File: config.mk
export PLATFORM = sky130hd
export DESIGN_NAME = booth_seq_mul
export DESIGN_NICKNAME = d
export VERILOG_FILES = /design/src/rtl/booth_seq_mul.sv
export SDC_FILE = /design/constraint.sdc
export NUM_CORES = 1
export LEC_CHECK = 0
export CAP_MARGIN = 20
export CORE_MARGIN = 10
export CORE_UTILIZATION = 50
export DETAILED_ROUTE_END_ITERATION = 8
export GPL_TIMING_DRIVEN = 1
export PLACE_DENSITY_LB_ADDON = 0.2
export SKIP_LAST_GASP = 1
export SYNTH_ARGS = -nofsm -noshare
export SYNTH_HDL_FRONTEND = slang
export SYNTH_SLANG_ARGS = --single-unit
File: constraint.sdc
create_clock -name clk -period 3.6 [get_ports clk]
set_input_delay 0.36 -clock clk [delete_from_list [all_inputs] [get_ports clk]]
set_output_delay 0.36 -clock clk [all_outputs]
set_load 0.01 [all_outputs]
File: src/rtl/booth_seq_mul.sv
// booth_seq_mul: iterative Booth multiplier, one add/sub + arithmetic-shift step per clock.
//
// Operands are extended by one bit (sign or zero, per is_signed), so the same Booth
// datapath handles signed and unsigned products.
//
// Build option: define BOOTH_RADIX4_EN for the radix-4 datapath. It retires two
// multiplier bits per cycle and gives the same results. Ports are identical in both builds.
//
// Ports:
//   clk, rst_n            clock (rising edge), async active-low reset
//   in_valid / in_ready   operand handshake; a, b, is_signed are sampled on acceptance
//   a, b     [WIDTH]      multiplicand / multiplier
//   out_valid / out_ready product handshake; p is held until it is consumed
//   p        [2*WIDTH]    product (two's complement or unsigned magnitude)
//   busy                  high while iterating
module booth_seq_mul #(
  parameter int WIDTH = 8
) (
  input  logic               clk,
  input  logic               rst_n,
  input  logic               in_valid,
  output logic               in_ready,
  input  logic [WIDTH-1:0]   a,
  input  logic [WIDTH-1:0]   b,
  input  logic               is_signed,
  output logic               out_valid,
  input  logic               out_ready,
  output logic [2*WIDTH-1:0] p,
  output logic               busy
);

  localparam int CNT_W = $clog2(WIDTH + 2);
  localparam int N     = WIDTH + 1;
`ifdef BOOTH_RADIX4_EN
  localparam int NI    = N + (N % 2);   // even width so bits pair up
  localparam int STEPS = NI / 2;
`else
  localparam int NI    = N;
  localparam int STEPS = N;
`endif

  typedef enum logic [1:0] {IDLE, RUN, DONE} state_e;

  typedef struct packed {
    logic [WIDTH-1:0] a;
    logic [WIDTH-1:0] b;
    logic             is_signed;
  } req_t;

  req_t req;
  assign req = '{a: a, b: b, is_signed: is_signed};

  state_e             state_q, state_d;
  logic [NI-1:0]      acc_q, acc_d;
  logic [NI-1:0]      q_q, q_d;
  logic               q1_q, q1_d;
  logic [NI-1:0]      m_q, m_d;
  logic [CNT_W-1:0]   cnt_q, cnt_d;
  logic [2*WIDTH-1:0] p_q, p_d;

  logic [NI-1:0]      ext_a, ext_b;
  logic [NI-1:0]      acc_nx, q_nx;
  logic               q1_nx;
  logic [2*NI-1:0]    aq_nx;

  assign ext_a = {{(NI-WIDTH){req.is_signed & req.a[WIDTH-1]}}, req.a};
  assign ext_b = {{(NI-WIDTH){req.is_signed & req.b[WIDTH-1]}}, req.b};

  // One Booth step: add/sub, then arithmetic shift of {A,Q,q_1}.
`ifdef BOOTH_RADIX4_EN
  logic [NI:0] m_ext, pp, sum;
  always_comb begin
    m_ext = {m_q[NI-1], m_q};
    case ({q_q[1:0], q1_q})
      3'b001, 3'b010: pp = m_ext;
      3'b011:         pp = {m_q, 1'b0};
      3'b100:         pp = -{m_q, 1'b0};
      3'b101, 3'b110: pp = -m_ext;
      default:        pp = '0;
    endcase
    // One guard bit keeps A +/- 2M from overflowing before the shift by 2.
    sum    = {acc_q[NI-1], acc_q} + pp;
    acc_nx = {sum[NI], sum[NI:2]};
    q_nx   = {sum[1:0], q_q[NI-1:2]};
    q1_nx  = q_q[1];
  end
`else
  logic [NI-1:0] sum;
  always_comb begin
    case ({q_q[0], q1_q})
      2'b01:   sum = acc_q + m_q;
      2'b10:   sum = acc_q - m_q;
      default: sum = acc_q;
    endcase
    acc_nx = {sum[NI-1], sum[NI-1:1]};
    q_nx   = {sum[0], q_q[NI-1:1]};
    q1_nx  = q_q[0];
  end
`endif

  assign aq_nx = {acc_nx, q_nx};

  always_comb begin
    state_d = state_q;
    acc_d   = acc_q;
    q_d     = q_q;
    q1_d    = q1_q;
    m_d     = m_q;
    cnt_d   = cnt_q;
    p_d     = p_q;
    case (state_q)
      IDLE: begin
        if (in_valid) begin
          acc_d   = '0;
          q_d     = ext_b;
          q1_d    = 1'b0;
          m_d     = ext_a;
          cnt_d   = CNT_W'(STEPS);
          state_d = RUN;
        end
      end
      RUN: begin
        acc_d = acc_nx;
        q_d   = q_nx;
        q1_d  = q1_nx;
        cnt_d = cnt_q - CNT_W'(1);
        if (cnt_q == CNT_W'(1)) begin
          // Product modulo 2^(2*WIDTH); the extension bits above it are discarded.
          p_d     = aq_nx[2*WIDTH-1:0];
          state_d = DONE;
        end
      end
      DONE: begin
        if (out_ready) state_d = IDLE;
      end
      default: state_d = IDLE;
    endcase
  end

  always_ff @(posedge clk or negedge rst_n) begin
    if (!rst_n) begin
      state_q <= IDLE;
      acc_q   <= '0;
      q_q     <= '0;
      q1_q    <= 1'b0;
      m_q     <= '0;
      cnt_q   <= '0;
      p_q     <= '0;
    end else begin
      state_q <= state_d;
      acc_q   <= acc_d;
      q_q     <= q_d;
      q1_q    <= q1_d;
      m_q     <= m_d;
      cnt_q   <= cnt_d;
      p_q     <= p_d;
    end
  end

  assign in_ready  = (state_q == IDLE);
  assign out_valid = (state_q == DONE);
  assign busy      = (state_q == RUN);
  assign p         = p_q;

endmodule

==> metrics <==
outcome finished clean; layout cells sized above 1 around 5.7%; clk slew on worst S/H paths 90 ps; worst-skew pair later-pin latency roughly 310 ps; crit path DAT 2940 ps; area grow syn2layout 22.9%; Post-Place Worst Slack ~850 ps; Leakage Power 1.42 nW; GRT overflow 0; Clock Path Buffers 2; CP max stage delay approximately 430 ps; initial antenna violation count 0; adder-cell share of the synthesized area 6.79%; number of buffers created by CTS 5; Antenna Cells 0; Synth Area in XOR/XNOR around 4.5%; Clock Tree Root clkbuf_8; vias 1897; WL final roughly 5100 µm; Post-DP HPWL ~3800 µm; Cell Rows 25; DR vias/cell 5.23; WS Path Type reg -> reg; WL/cell approximately 14 µm; startpoint type of the worst setup path flop; syn nets between 200 and 300; fin crit share 76.6%; CTS tree done; core region area about 4800 µm²; Fin Setup TNS 0 ps; post-synthesis cell count between 200 and 300; max_cap viols 0; Synth Area in Compound Gates around 14%; post-CTS sizing 0; Seq/Total Area, Yosys between 40% and 50%; Residual DRC 0; CTS H-tree lvls 2; Synth Cell Area between 2000 and 3000 µm²; final net count 329; initial core utilization 52.3%; GRT busiest layer met2; crit-path cells inv_1, ha_1, mux2_2, fa_1, nand2b_1, a21oi_1, a21oi_1, xnor2_1, o311ai_1, o41ai_1; EDFF count, synth 0; Critical Path End Type flop; first-pass GRT wire length slightly above 9000 µm; Cell variety after synth 40; Setup WS post-layout approximately 840 ps; DRT iter0 DRCs 83; IO Port Bufs 39; synthesized area per cell a little under 10 µm²; Max FO, Critical Path 8; Fin Hold WS 490 ps; Async SR Flop Fraction 100%; first drt pass iteration count 4; worst path buffer plus inverter count 1; clock sink total 49; Worst Hold Class reg -> reg; slowest CP cell fa_1; Slew HR roughly 42%; Final min period approximately 2800 ps; CP dominant cell by count a21oi_1; IO Pins 40; GRT met3 Usage 4.16%; FF+latch count, synth slightly below 50; antenna violation net count after detailed routing 0; VDD IR-drop max between 600 and 700 µV; vias in the first global route 1915; gp weighted congestion 0.851; M1 GR Usage between 10% and 20%; Slew Viols, Final 0; mux contribution to synthesized area ~6.5%; delay-heaviest family, CP adder cells; f_max 363 MHz; PD cells 1130 nW/µm²; Fillers between 400 and 500; die extent in y between 90 and 100 µm; Total GRT Usage about an eighth; critical path data required time 3780 ps; die area between 8000 and 9000 µm²; Die Wd around 90 µm; Ys Warns 0; worst slew pin tran 863 ps; Final Hold Vio Count 0; Main synth FF type dfrtp_1; largest family of logic cells by synthesized area simple AND/OR/NAND/NOR gates; Worst Skew 12.5 ps; Setup violations, final 0; RSZ-0062 raised after global routing no; largest net degree at the start of global routing 50; met2 GRT Util 20.6%; Post-Synth Simple-Gate Area between 15 and 20%
## kinds of logic after synthesis
logic type | Yosys count
and+or+nand+nor | 89
AOI/OAI and AO/OA | 56
DFF | 49
buffers and inverters | 21
muxes | 15
xor gates and xnor gates | 13
adders and majority gates | 13
## cell usage after synthesis, drive strengths merged, types with 2 or more instances
master  instances  share of area (%)
a21o            4                1.2
a21oi           9                1.8
a22oi           8                2.4
a31oi           4                1.2
a32oi           2               0.70
buf             6                1.4
clkbuf          5               0.75
dfrtp          49                 49
ha             12                6.0
inv            10                1.5
mux2           11                4.9
mux2i           4                1.6
nand2          52                7.8
nand2b          3               0.75
nand3          10                2.0
nor2           11                1.6
nor2b           2               0.50
nor3            5                1.0
o21ai          23                4.6
xnor2          10                3.5
xor2            3                1.0
## placed cells by master (no fill, tap or decap), types with 2 or more instances in the layout
cell type and n:
nand2_1 52, mux2i_1 4, a31oi_1 3, buf_4 2, o21ai_1 22, xnor2_1 10, nor3_1 5, a22oi_1 8
nand2b_1 3, dfrtp_1 49, xor2_1 3, a21o_1 4, inv_1 9, ha_1 12, clkdlybuf4s50_1 38, nor2_1 11
clkbuf_8 5, mux2_1 9, nand3_1 10, nor2b_1 2, mux2_2 2, a32oi_1 2, a21oi_1 9
## power breakdown
group	switching, mW	internal, mW
sequential	0.196	0.812
clock	0.189	0.208
combinational	1.10	0.969
## registers in the layout (all words and copies together) (netlist names)
signal and count:
p 16, m_q 9, q_q 9, acc_q 8, cnt_q 4, state_q 2, q1_q 1
## per-stage QoR
step	power (mW)	area, µm²	cells	util (%)
floorplan	2.56	2500	256	-
global placement	3.03	2940	353	61.3
detailed placement	3.11	2940	353	61.3
CTS	3.50	3050	361	63.7
global route	3.85	3080	363	64.3
finish	3.48	3080	363	64.3
## worst paths after layout
kind	to	start	slack [ps]	cells after the start
max	acc_q[7]	q1_q	840	10
min	p[14]	p[14]	490	2
max reg2reg	acc_q[7]	q1_q	840	10
min reg2reg	p[14]	p[14]	490	2
max in group asynchronous	acc_q[6]	rst_n	2580	3
min in group asynchronous	cnt_q[2]	rst_n	510	2
## per-layer routing
layer / up-vias / share of wire [%]
met3: 6 / 5.1
li1: 964 / -
met4: 0 / 1.0
met1: 894 / 48
met2: 33 / 46
met5: - / 0
## tightest hold or removal path, cell delays in order (launching register included)
cell	delay [ps]
dfrtp_1	350
nand2_1	50
o21ai_1	60
## cell type report
cell class	instances	area, µm²	area share (%)
tap	67	83.8	2.72
clock buffer	5	68.8	2.24
inverter	10	37.5	1.22
multi-input combinational	186	1190	38.6
sequential	49	1230	39.8
timing repair buffer	43	430	14.0
clock inverter	3	43.8	1.42
## timing repair
action                                 4_1_cts  5_1_grt
endpoints found under the hold margin        0       17
hold buffers                                 0        1
setup buffers                                0        0
No activity file was read; power rests on OpenSTA's default activity.
==> RTL change 1, RTL diff (config.mk and constraints unchanged) <==
The 3 states of `state_e` get a one-hot encoding in 3 bits.
--- a/src/rtl/booth_seq_mul.sv
+++ b/src/rtl/booth_seq_mul.sv
@@ -40,5 +40,5 @@
 `endif
 
-  typedef enum logic [1:0] {IDLE, RUN, DONE} state_e;
+  typedef enum logic [2:0] {IDLE = 3'b001, RUN = 3'b010, DONE = 3'b100} state_e;
 
   typedef struct packed {
Behaviour: no difference found for any inputs over 10 cycles, from zero or initial values and one cycle with rst_n low; not proved beyond that.
==> RTL change 1 against the unedited design <==
  * Non-clock buffer count fell by 1
  * Setup slack got worse by 0.0033 ns
  * Sequential share of layout area fell by 0.084 points
  * Power fell by 13%
  * Via count rose by 1.0%
  * Clock skew fell by 0.0050 ns
  * Wire length rose by 2.8%
  * Synthesized area rose by 2.4%
  * Final area rose by 2.4%
  * Sequential cell count rose by 1
  * Die area rose by 1.9%
  * Critical path type unchanged
==> RTL change 1: results (changes against the unedited design) <==
{
  "status": {
    "result_of_the_run": "complete, no violations"
  },
  "cells_and_area": {
    "final_net_count": {"value": 323, "change": "-1.8%"},
    "number_of_clock_buffer_instances_in_the_layout": {"value": 6, "change": "+1"},
    "fillerInstances": {"value": 438, "change": "+7.1%"},
    "final-nonclk-buf-share": {"value": 12.95, "unit": "%", "change": "-1.0 points"},
    "multi_input_comb_cells": {"value": 179, "change": "-3.8%"},
    "utilization": {"value": 62.48, "unit": "%", "change": "-1.8 points"},
    "area_share_clock_buf_inv": {"value": 4.527, "unit": "%", "change": "+0.87 points"},
    "flip_flop_and_latch_share_of_the_layout_cell_area": {"value": 39.75, "unit": "%", "change": "-0.084 points"}
  },
  "yosys": {
    "compound_gate_portion_of_the_synthesized_area": {"value": 12.54, "unit": "%", "change": "-1.4 points"},
    "portion_of_netlist_area_occupied_by_mux_cells": {"value": 10.29, "unit": "%", "change": "+3.7 points"},
    "ys_top_cells_by_area": "sky130_fd_sc_hd__dfrtp_1 (48%), sky130_fd_sc_hd__mux2_2 (8.3%), sky130_fd_sc_hd__ha_1 (5.9%)",
    "synth_fp_nets": {"value": 284, "change": "-2.1%"},
    "synth_xor_xnor_area_share": {"value": 4.439, "unit": "%", "change": "-0.11 points"},
    "post_synth_fa_ha_maj_area_fraction": {"value": 6.634, "unit": "%", "change": "-0.16 points"},
    "fraction_of_the_yosys_area_taken_by_sequential_cells": {"value": 48.83, "unit": "%", "change": "-0.12 points"}
  },
  "die": {
    "std_cell_rows": {"value": 26, "change": "+4.0%"}
  },
  "global_routing": {
    "grt_start_max_net_pins": {"value": 32, "change": "-36%"},
    "first_global_vias": {"value": 2001, "change": "+4.5%"},
    "grt.total_usage": {"value": 13.38, "unit": "%", "change": "+0.31 points"}
  },
  "place": {
    "detailed_place_hpwl": {"value": 3834, "unit": "um", "change": "+1.4%"},
    "postPlaceCellArea": {"value": 3008, "unit": "sq um", "change": "+2.5%"}
  },
  "sta": {
    "finClkSkew": {"value": 0.007469, "unit": "ns", "change": "-0.005017 ns"}
  },
  "power": {
    "net-switching-power": {"value": 1.182, "unit": "mW", "change": "-21%"},
    "largest_voltage_drop_on_the_vdd_net": {"value": 508.9, "unit": "uV", "change": "-23%"},
    "lkg_pwr": {"value": 1.403, "unit": "nW", "change": "-1.3%"}
  },
  "clock_tree": {
    "clkSinkCount": {"value": 50, "change": "+2.0%"}
  },
  "route": {
    "total_wire_length_after_detailed_routing": {"value": 5225, "unit": "um", "change": "+2.8%"},
    "num_vias": {"value": 1916, "change": "+1.0%"}
  }
}
==> RTL change 1: routing by layer <==
metal	part of all wire, %	GRT usage, %	routed length, um	vias up
met2	49	22.63	2570	39
met5	0	0	0	-
li1	-	-	-	954
met3	4.8	4.156	250	6
met1	45	15.91	2337	917
met4	1.3	4.047	66	0
==> RTL change 1: final timing paths <==
| kind | startpoint | to | slack (ns) |
|---|---|---|---|
| max | q1_q | acc_q[7] | 0.84 |
| min | rst_n | acc_q[6] | 0.09 |
| max reg2reg | q1_q | acc_q[7] | 0.84 |
| min reg2reg | cnt_q[3] | cnt_q[3] | 0.48 |
| max in group asynchronous | rst_n | state_q[0] | 2.72 |
| min in group clk | cnt_q[3] | cnt_q[3] | 0.48 |
==> RTL change 1: power groups by stage <==
stage                     registers, mW  clock network (mW)  logic, mW
after floorplan                   0.951                   0       1.15
after global placement            0.959                   0       1.56
after detailed placement          0.960                   0       1.59
after CTS                         0.951               0.497       1.60
after global routing              0.985               0.515       1.80
final                             0.950               0.485       1.59
==> RTL change 2, RTL diff (config.mk and constraints unchanged) <==
Without the edit above. Set the parameter `WIDTH` to 16 (it was 8).
--- a/src/rtl/booth_seq_mul.sv
+++ b/src/rtl/booth_seq_mul.sv
@@ -15,5 +15,5 @@
 //   busy                  high while iterating
 module booth_seq_mul #(
-  parameter int WIDTH = 8
+  parameter int WIDTH = 16
 ) (
   input  logic               clk,
Ports: changed (resized a, b and p); port bits go from 40 to 72. No check against the original RTL was run, so the function may have changed too.
==> RTL change 2 against the unedited design <==
  * Sequential cell count is 41 higher
  * First-iteration DRC count grew to 2.7 times the old value
  * Synthesized area is 95% higher
  * Clock power is 78% higher
  * Worst hold slack worse by 0.0094 ns
  * Die area is 71% higher
  * Power is 100% higher
  * Final area is 94% higher
  * Setup slack worse by 0.47 ns
  * Wire length is 130% higher
  * Critical endpoint is now acc_q[15]
==> RTL change 2: results (changes against the unedited design) <==
{
  "global_routing": {
    "met2_usage": {"value": 25.38, "unit": "%", "change": "+4.8 points"},
    "grtUsageMet3": {"value": 4.582, "unit": "%", "change": "+0.43 points"},
    "first_global_vias": {"value": 3929, "change": "+110%"},
    "grt_start_max_net_pins": {"value": 53, "change": "+6.0%"},
    "grt.total_usage": {"value": 16.65, "unit": "%", "change": "+3.6 points"},
    "wire_length_of_the_first_global_routing_pass": {"value": 19640, "unit": "um", "change": "+110%"},
    "gr-usage-met1": {"value": 22.52, "unit": "%", "change": "+5.6 points"}
  },
  "route": {
    "avgRoutedWirePerCell": {"value": 15.87, "unit": "um", "change": "+13%"},
    "met3_length": {"value": 763, "unit": "um", "change": "+200%"},
    "detailedRoute.firstPassIterationCount": {"value": 6, "change": "+2"},
    "routed-wl-met2": {"value": 5203, "unit": "um", "change": "+120%"},
    "drt-initial-drc-count": {"value": 222, "change": "+170%"},
    "num_vias": {"value": 3987, "change": "+110%"}
  },
  "setup_path": {
    "critical_path.max_fanout": {"value": 11, "change": "+3"},
    "max_stage_delay": {"value": 0.40, "unit": "ns", "change": "-0.03 ns"},
    "arrival": {"value": 3.47, "unit": "ns", "change": "+0.53 ns"},
    "crit_family": "compound AO/OA/AOI/OAI gates",
    "timing.critical_path.slowest_stage_cell": "sky130_fd_sc_hd__ha_1"
  },
  "power": {
    "largest_voltage_drop_on_the_vdd_net": {"value": 461.0, "unit": "uV", "change": "-31%"},
    "lkg_pwr": {"value": 2.665, "unit": "nW", "change": "+88%"}
  },
  "clock_tree": {
    "numCtsBuffers": {"value": 9, "change": "+4"},
    "htree_levels": {"value": 3, "change": "+1"}
  },
  "place": {
    "detailed_place_hpwl": {"value": 8484, "unit": "um", "change": "+120%"},
    "placement.io_buffers": {"value": 71, "change": "+82%"}
  },
  "yosys": {
    "synth_fp_nets": {"value": 588, "change": "+100%"},
    "synth_unique_cells": {"value": 56, "change": "+40%"},
    "fraction_of_the_yosys_area_taken_by_sequential_cells": {"value": 46.12, "unit": "%", "change": "-2.8 points"},
    "synth.cells.most_frequent": "sky130_fd_sc_hd__nand2_1 (108), sky130_fd_sc_hd__dfrtp_1 (90), sky130_fd_sc_hd__o21ai_0 (46)",
    "ys_top_cells_by_area": "sky130_fd_sc_hd__dfrtp_1 (46%), sky130_fd_sc_hd__nand2_1 (8.3%), sky130_fd_sc_hd__ha_1 (5.1%)"
  },
  "sta": {
    "finClkSkew": {"value": 0.01646, "unit": "ns", "change": "+0.003975 ns"},
    "tightestPinTransition": {"value": 0.9898, "unit": "ns", "change": "+0.1270 ns"}
  },
  "cells_and_area": {
    "largest_register_ff_count": {"value": 32, "change": "+16"},
    "final_net_count": {"value": 653, "change": "+98%"},
    "fillerInstances": {"value": 868, "change": "+110%"},
    "drive_above_1_share": {"value": 9.516, "unit": "%", "change": "+3.8 points"}
  },
  "status": {
    "result_of_the_run": "complete, no violations"
  }
}
[RTL change 2: cell types whose count changed in the layout (fill, tap and decap cells not counted), moves of 8 or more]
cell                              delta
sky130_fd_sc_hd__a21oi_1            +26
sky130_fd_sc_hd__a22oi_1             +8
sky130_fd_sc_hd__clkdlybuf4s50_1    +32
sky130_fd_sc_hd__dfrtp_1            +41
sky130_fd_sc_hd__ha_1                +8
sky130_fd_sc_hd__mux2_1              -9
sky130_fd_sc_hd__mux2_2             +16
sky130_fd_sc_hd__nand2_1            +55
sky130_fd_sc_hd__nand3_1            +13
sky130_fd_sc_hd__nor2_1             +15
sky130_fd_sc_hd__o21ai_0            +44
sky130_fd_sc_hd__o21ai_1            -17
sky130_fd_sc_hd__xnor2_1             +9
[RTL change 2: power by group]
part	switching, mW	internal [mW]
Sequential	0.420	1.50
Combinational	2.45	1.97
Clock	0.368	0.338
Total	3.24	3.81
[RTL change 2: what timing repair did]
action,4_1_cts,5_1_grt
endpoints found under the hold margin,19,0
endpoints found under the setup margin,0,3
resized for setup,0,2
hold buffers,1,0
[RTL change 2: worst paths after layout]
kind | start | end | slack (ns)
max | q1_q | acc_q[15] | 0.37
max reg2reg | q1_q | acc_q[15] | 0.37
max in group asynchronous | rst_n | m_q[7] | 2.45
min | p[24] | p[24] | 0.48
min reg2reg | p[24] | p[24] | 0.48
min in group asynchronous | rst_n | p[16] | 0.51
[RTL change 2: layout make-up]
class	instances	area, sq um	share of cell area [%]
inverter	15	56.30	0.9434
timing repair buffer	81	825.8	13.84
multi-input combinational	398	2475	41.47
tap	133	166.4	2.788
clock inverter	4	51.30	0.8595
clock buffer	11	141.4	2.369
sequential	90	2252	37.74
[RTL change 2: cells by family (layout without fill, tap and decap cells)]
kind of cell | count (synthesis) | in the layout | share of synthesized area [%]
AND/OR/NAND/NOR | 199 | 199 | 18.93
multiplexers | 22 | 22 | 4.970
adder cells (fa/ha/maj) | 21 | 21 | 5.534
buffers and inverters | 42 | 111 | 3.356
XOR/XNOR | 24 | 24 | 4.458
AO/OA/AOI/OAI | 132 | 132 | 16.63
flip-flops | 90 | 90 | 46.12
[RTL change 2: metrics by stage]
stage,std cells,hold WS (ns),cell area [sq um],util (%)
after floorplan,530,0.06441,4883,-
after global placement,713,0.4611,5698,59.11
after detailed placement,715,0.3919,5753,59.68
after global routing,732,0.5075,5968,61.92
final,732,0.4803,5968,61.92
after CTS,731,0.4895,5956,61.79
[RTL change 2: tightest hold or removal path, cell delays in order, from the launching register on]
cell and delay [ns]:
sky130_fd_sc_hd__dfrtp_1 0.35, sky130_fd_sc_hd__nand2_1 0.05, sky130_fd_sc_hd__o21ai_0 0.06
